[src/rtl/alu_muldiv_seq_pkg.sv]
// Shared ALU opcode constants and controller state encoding for alu_muldiv_seq.
// Latency: n/a (package only).
// Backpressure: n/a.
package alu_muldiv_seq_pkg;

    localparam int XLEN = 32;

    typedef enum logic [2:0] {
        ALU_AND  = 3'b000,
        ALU_OR   = 3'b001,
        ALU_ADD  = 3'b010,
        ALU_XOR  = 3'b011,
        ALU_SLL  = 3'b100,
        ALU_SRL  = 3'b101,
        ALU_SUB  = 3'b110,
        ALU_CMPU = 3'b111
    } alu_op_e;

    typedef enum logic [2:0] {
        ST_IDLE,
        ST_MUL,
        ST_DIV_CMP,
        ST_DIV_SUB,
        ST_FIN
    } state_e;

endpackage

[src/rtl/muldiv_carry32.sv]
// Unsigned carry-out of a 32-bit add, reconstructed from operands and sum.
// Latency: combinational.
// Backpressure: none.
module muldiv_carry32
    import alu_muldiv_seq_pkg::*;
(
    input  logic [XLEN-1:0] a,
    input  logic [XLEN-1:0] b,
    input  logic [XLEN-1:0] sum,
    output logic            carry
);

    logic [XLEN-1:0] gen;

    // Carry into bit i+1: generate, or propagate when the sum bit shows an incoming carry.
    assign gen   = (a & b) | ((a | b) & ~sum);
    assign carry = gen[XLEN-1];

endmodule

[src/rtl/alu_muldiv_seq.sv]
// Sequential unsigned 32x32 multiply / 32/32 divide driving the shared datapath ALU.
// Latency: MUL 33 cycles, DIV 65 cycles, divide-by-zero 1 cycle from the accepting edge.
// Backpressure: start is only accepted in IDLE; busy stalls the pipeline until done.
module alu_muldiv_seq
    import alu_muldiv_seq_pkg::*;
(
    input  logic            clk,
    input  logic            rst_n,
    input  logic            start,
    input  logic            op_div,
    input  logic [XLEN-1:0] opa,
    input  logic [XLEN-1:0] opb,
    output logic [XLEN-1:0] alu_a,
    output logic [XLEN-1:0] alu_b,
    output logic [2:0]      alu_op,
    input  logic [XLEN-1:0] alu_res,
    output logic            busy,
    output logic            done,
    output logic [XLEN-1:0] hi,
    output logic [XLEN-1:0] lo,
    output logic            div_zero
);

    state_e          state;
    state_e          state_nxt;
    logic [4:0]      cnt;
    logic [XLEN-1:0] opb_q;
    logic            ge;
    logic            carry;
    logic [XLEN-1:0] rem_sh;

    // Partial remainder shifted left by one; its lost MSB is folded into ge.
    assign rem_sh = {hi[XLEN-2:0], lo[XLEN-1]};

    muldiv_carry32 u_carry (
        .a     (alu_a),
        .b     (alu_b),
        .sum   (alu_res),
        .carry (carry)
    );

    always_ff @(posedge clk or negedge rst_n) begin
        if (!rst_n) begin
            state <= ST_IDLE;
        end else begin
            state <= state_nxt;
        end
    end

    always_comb begin
        state_nxt = state;
        alu_a     = '0;
        alu_b     = '0;
        alu_op    = ALU_ADD;
        case (state)
            ST_IDLE: begin
                if (start) begin
                    if (!op_div)           state_nxt = ST_MUL;
                    else if (opb == '0)    state_nxt = ST_FIN;
                    else                   state_nxt = ST_DIV_CMP;
                end
            end
            ST_MUL: begin
                alu_op = ALU_ADD;
                alu_a  = hi;
                alu_b  = lo[0] ? opb_q : '0;
                if (cnt == 5'd31) state_nxt = ST_FIN;
            end
            ST_DIV_CMP: begin
                alu_op    = ALU_CMPU;
                alu_a     = rem_sh;
                alu_b     = opb_q;
                state_nxt = ST_DIV_SUB;
            end
            ST_DIV_SUB: begin
                alu_op    = ALU_SUB;
                alu_a     = hi;
                alu_b     = opb_q;
                state_nxt = (cnt == 5'd31) ? ST_FIN : ST_DIV_CMP;
            end
            ST_FIN: begin
                state_nxt = ST_IDLE;
            end
            default: begin
                state_nxt = ST_IDLE;
            end
        endcase
    end

    assign busy = (state != ST_IDLE);
    assign done = (state == ST_FIN);

    always_ff @(posedge clk or negedge rst_n) begin
        if (!rst_n) begin
            hi       <= '0;
            lo       <= '0;
            cnt      <= '0;
            opb_q    <= '0;
            ge       <= 1'b0;
            div_zero <= 1'b0;
        end else begin
            case (state)
                ST_IDLE: begin
                    if (start) begin
                        cnt      <= '0;
                        opb_q    <= opb;
                        div_zero <= 1'b0;
                        if (op_div && (opb == '0)) begin
                            hi       <= opa;
                            lo       <= '1;
                            div_zero <= 1'b1;
                        end else begin
                            hi <= '0;
                            lo <= opa;
                        end
                    end
                end
                ST_MUL: begin
                    hi  <= {carry, alu_res[XLEN-1:1]};
                    lo  <= {alu_res[0], lo[XLEN-1:1]};
                    cnt <= cnt + 5'd1;
                end
                ST_DIV_CMP: begin
                    ge <= hi[XLEN-1] | alu_res[0];
                    hi <= rem_sh;
                    lo <= {lo[XLEN-2:0], 1'b0};
                end
                ST_DIV_SUB: begin
                    // Modulo-2^32 wrap is exact when ge came from the shifted-out MSB.
                    if (ge) begin
                        hi    <= alu_res;
                        lo[0] <= 1'b1;
                    end
                    cnt <= cnt + 5'd1;
                end
                default: begin
                end
            endcase
        end
    end

endmodule

[config.mk]
export PLATFORM = sky130hd
export DESIGN_NAME = alu_muldiv_seq
export DESIGN_NICKNAME = d
export VERILOG_FILES = /design/src/rtl/alu_muldiv_seq_pkg.sv /design/src/rtl/muldiv_carry32.sv /design/src/rtl/alu_muldiv_seq.sv
export SDC_FILE = /design/constraint.sdc
export NUM_CORES = 1
export LEC_CHECK = 0
export BUFFER_PORTS_ARGS = -buffer_cell sky130_fd_sc_hd__buf_2
export CORE_MARGIN = 2
export CORE_UTILIZATION = 30
export CTS_BUF_LIST = sky130_fd_sc_hd__clkbuf_8
export DETAILED_ROUTE_END_ITERATION = 12
export GPL_ROUTABILITY_DRIVEN = 0
export SETUP_SLACK_MARGIN = 0.05
export SLEW_MARGIN = 20
export SYNTH_ARGS = -nofsm -noshare
export SYNTH_HDL_FRONTEND = slang
export SYNTH_SLANG_ARGS = --single-unit
[constraint.sdc]
create_clock -name clk -period 2.2 [get_ports clk]
set_input_delay 0.44 -clock clk [delete_from_list [all_inputs] [get_ports clk]]
set_output_delay 0.44 -clock clk [all_outputs]
set_load 0.02 [all_outputs]
After elaboration in Yosys (flattened, before gate mapping) --
Index checks and enable logic that the tools add are counted.
Storage, ports and cells: register bits 106, input bits 100, output and inout bits 134, logic and storage cells 59
Cells by class: $add $sub $neg 1, eq/ne operators 8, muxes and demuxes 22, bitwise logic cells 6, reductions and logical operators 14
Operators with widths (count):
- $mux W32 | 6
- $pmux W32 S2 | 2
- $pmux W32 S4 | 1
- $pmux W31 S3 | 1
- $and A32 B32 Y32 | 2
- $or A32 B32 Y32 | 2
- $logic_not A32 Y1 | 1
- $not A32 Y32 | 1
- $mux W3 | 5
- $pmux W3 S4 | 1
- $pmux W5 S2 | 1
- $reduce_and A2 Y1 | 4
- $eq A3 B2 Y1 const B | 2
- $ne A2 B2 Y1 const B | 3
- $pmux W3 S2 | 1
- $reduce_bool A3 Y1 | 2
- $add A5 B1 Y5 const B | 1
- $eq A5 B5 Y1 const B | 1
- $mux W5 | 1
- $pmux W1 S4 | 1
- $reduce_bool A4 Y1 | 1
- $reduce_or A2 Y1 | 2
- $eq A3 B1 Y1 const B | 1
- $eq A3 B3 Y1 const B | 1
- 6 further kinds | 7

Longest topological paths before layout --
word-level depth 7, mapped depth 7, mapped depth without buffers 6

Cells and area by module --
From an unflattened synthesis, not the netlist that was laid out.
Unflattened totals: cell total of the unflattened synthesis 765, area, all modules 7155.6 um2
Modules (own cells, without submodules):
- alu_muldiv_seq | times used 1, cells each 763, area each 7140.6 um2
- muldiv_carry32 | times used 1, cells each 2, area each 15.0 um2

Worst setup path before layout --
OpenSTA, ideal clock, no wires.
kind register -> output, from register state[0], to output alu_a[0], data arrival time 1.472 ns, data required time 1.760 ns, path slack 0.288 ns, stages on the path, launching flop included 6, cell sequence dfrtp_1 > buf_6 > nor3b_2 > buf_2 > buf_1 > a22o_1
On the way: cells in the longest elaborated chain, start to end 3, elaborated cells between the ends (all ways) 5, classes of those cells eq/ne: 3; mux: 1; reduce/logical: 1
RTL lines:
- start, declared | line alu_muldiv_seq.sv:24 | state_e state;
- start signal, assigned | line alu_muldiv_seq.sv:46 | state <= state_nxt;
- $eq A3 B1 Y1 / $eq A3 B2 Y1 (equally long branches) | line alu_muldiv_seq.sv:55 | case (state)
- $reduce_or A2 Y1 (no source line)
- $pmux W32 S2 (*) | line alu_muldiv_seq.sv:55
- end, declared | line alu_muldiv_seq.sv:13 | output logic [XLEN-1:0] alu_a,
Every way passes the cells marked *; elsewhere a longest branch is shown, timed or not.

Final worst setup path --
from register state[0], to output alu_a[27]
Same word-level chain as after synthesis.

==> metrics.md <==
| Metric | Value |
|---|---|
| Outcome | finished with violations |
| Failing checks | negative setup slack |
| Nets | 975 |
| #FFs+latches synth | roughly 110 |
| Reg2reg start | state[1] |
| Top cells by area, synth | dfrtp_1 (41%), mux2_2 (11%), a22o_1 (8.3%), mux2i_1 (4.7%), o22a_1 (4.3%) |
| Area leader, netlist | dfrtp_1 |
| WP data required | 1760 ps |
| Synthesis-to-finish area growth | 40.9% |
| Clk slew on worst S/H paths | 110 ps |
| Core box area | approximately 21,000 µm² |
| GRT Util Overall | 19.1% |
| Post-route setup TNS | -0.542 ps |
| # Max-Cap Violations | 0 |
| Vias in the first global route | a little over 6,000 |
| Cts bufs inserted | 9 |
| Synthesized Nets | 734 |
| RSZ-0062 raised after global routing | true |
| Cell count along the critical path | 6 |
| Max Root-Sink Buffers | 2 |
| First-pass GRT wire length | 34.2 mm |
| Post-synth cell types | 45 |
| Final setup margin | -0.542 ps |
| Largest net degree at the start of global routing | 36 |
| Cell area after synthesis | 6450 µm² |
| Fmax | around 450 MHz |
| Critical path fanouts, max | 10 |
| Flop pwr share | 24.7% |
| PwrDens | 1840 nW/µm² |
| Number of synthesized flops with an enable pin | 0 |
| Worst r2r path cells | 9 |
| Top-area cell type share of the netlist area | approximately two fifths |
| Num ports | 234 |
| Crit share post-route | 100% |
| Setup slack, reg-to-reg | 120 ps |
| Crit end category | output port |
| CTS tree | built |
| Root Driver | clkbuf_8 |
| Synth cell count leaders | dfrtp_1 (106), mux2_2 (62), a22o_1 (61), a21oi_1 (37) |
| Share of cells above drive strength 1 | 45.8% |
| Placed cell area | 8020 µm² |
| Slew HR | 40.3% |
| Logic pwr share | about two thirds |
| Leakage | approximately 0.0044 µW |
| Final ANT Viol Nets | 0 |
| Reg2reg end | hi[17] |
| Clk_lat worst skew | approximately 400 ps |
| Detailed router's first-iteration violation count | 260 |
| Clock skew | 15.8 ps |
| IO buf count | 232 |
| Syn Inst Count | roughly 630 |
| Hold Crit Class | in -> reg |
| Worst Path Arrival | 1760 ps |
| CTS sink count | 106 |
| Slowest CP cell | dfrtp_2 |
| Dominant synthesized flop cell | dfrtp_1 |
| Die Area | 22,700 µm² |
| Worst path bufs/invs | 4 |
| Diodes inserted | 0 |
| Dpl cells | 1,109 |
| DR pass1 iterations | 5 |
| Worst vdd ir | 0.000841 V |
| WS Path Type | reg -> out |
| Post-DP HPWL | 15.4 mm |
| CP most frequent cell | buf_6 |
| Grt total ovfl | 0 |
| Yosys warns | 0 |
| Max-slew violations | 0 |
| Final std cells w/o fill | roughly 1,200 |
| CP top delay family | buffers and inverters |
| Die width | approximately 150 µm |
| Initial Util | 30.6% |
| Crit path launch | state[0] |
| Sw Pwr | about 7500 µW |
| Vias per cell | 5.44 |
| Fin crit period | 2200 ps |
| Async set-reset flop share out of synthesis | 100% |
| Via Count | 6,272 |
| Largest stage delay on the critical path | 450 ps |
| Sequential-to-total area share from yosys stat | roughly two fifths |
| Critical path, cell by cell | buf_12, nor3b_4, buf_6, buf_8, a22o_1, buf_6 |
| Post-synthesis area per instance | 10.2 µm² |
| Actual slew at the worst max-slew pin | 894 ps |
| Crit start category | register |
| Final-report hold violation count | 0 |
| Row count | 53 |
| Initial antenna violation count | 0 |
| Worst Setup EP | alu_a[27] |
| Fin area | about 9000 µm² |
| Die Y | between 150 and 200 µm |
| Endpoints failing setup | 1 |
| Power Internal | 9210 µW |
| Top-count cell post-synth | dfrtp_1 |
| Residual DRC | 0 |
| Total routed wirelength | 23.1 mm |
| Sw frac | ~45% |
| Clock share of power | 8.2% |
| WL per Instance | 20.1 µm |
| Number of H-tree levels | 3 |
-- metrics by stage --
stage	total power, µW	utilization, %	hold WS [ps]	setup WS (ps)
final	16800	43.1	286	-0.542
after global routing	17800	43.1	276	-60.0
after CTS	16100	41.7	270	-15.8
after detailed placement	13200	38.0	412	20.6
after global placement	13100	38.0	411	102
after floorplan	10300	-	144	288
-- state kept, by name (all words and copies together), names as in the netlist --
name,count
hi,32
cnt,5
ge,1
div_zero,1
state,3
opb_q,32
lo,32
-- power by group through the flow --
stage / Sequential, µW / Combinational (µW) / Clock [µW]
5_1_grt: 4290 / 12100 / 1470
3_3_place_gp: 4150 / 8980 / 0
6_report: 4130 / 11300 / 1370
3_5_place_dp: 4160 / 9080 / 0
2_1_floorplan: 4450 / 5860 / 0
4_1_cts: 4110 / 10600 / 1400
-- how the worst min path moves through the flow --
| stage | startpoint | endpoint | slack [ps] | cells after the start |
|---|---|---|---|---|
| 6_report | opb[2] | opb_q[2] | 290 | 2 |
| 3_5_place_dp | rst_n | div_zero | 410 | 1 |
| 2_1_floorplan | rst_n | cnt[0] | 140 | 0 |
| 5_1_grt | opb[2] | opb_q[2] | 280 | 2 |
| 3_3_place_gp | rst_n | div_zero | 410 | 1 |
| 4_1_cts | opb[2] | opb_q[2] | 270 | 2 |
-- area by class of cell --
type / instances / area, µm²
Inverter: 33 / 124
Tap cell: 275 / 344
Clock inverter: 4 / 57.6
Sequential cell: 106 / 2660
Clock buffer: 12 / 165
Fill cell: 2086 / 12000
Timing Repair Buffer: 290 / 2270
Multi-Input combinational cell: 433 / 3470
-- routing by layer --
layer	part of all wire, %	vias to the layer above	track usage, %	wire (µm)
li1	-	2908	-	-
met1	44	3057	26.4	10100
met2	47	276	30.0	10800
met3	7.7	31	4.45	1780
met4	2.0	0	5.42	462
met5	0	-	0	0
-- kinds of logic (layout without fill, tap and decap cells) --
| family | Yosys count | count (layout) | share of synthesized area, % |
|---|---|---|---|
| AO/OA/AOI/OAI | 246 | 247 | 27.6 |
| flip-flops | 106 | 106 | 41.1 |
| buffers and inverters | 94 | 339 | 6.91 |
| multiplexers | 93 | 93 | 15.7 |
| AND/OR/NAND/NOR | 90 | 90 | 8.27 |
| adder cells (fa/ha/maj) | 2 | 2 | 0.388 |
| other | 1 | 1 | 0.0582 |
-- placed cells by master, fill, tap and decap left out, types with 9 or more instances in the layout --
master	Yosys	routed
buf_2	17	167
dfrtp_1	106	102
mux2_2	62	62
a22o_1	61	61
buf_6	7	58
buf_4	5	44
a21oi_1	37	36
inv_1	33	33
o22a_1	32	32
o22ai_1	32	32
a221oi_1	31	31
mux2i_1	30	30
o21ai_1	29	29
and2_4	0	19
and2_1	33	14
nand2_1	14	14
clkbuf_8	0	12
nor2_1	12	10
buf_12	0	10
o21ai_0	9	9
-- what timing repair did --
item / CTS / global route
gates cloned: 5 / 6
pin swaps: 17 / 9
setup buffers: 10 / 6
endpoints found under the hold margin: 26 / 0
setup endpoints to repair: 64 / 105
gates resized for setup: 108 / 55
hold buffers: 1 / 0
Power figures use the tool's default switching activity.
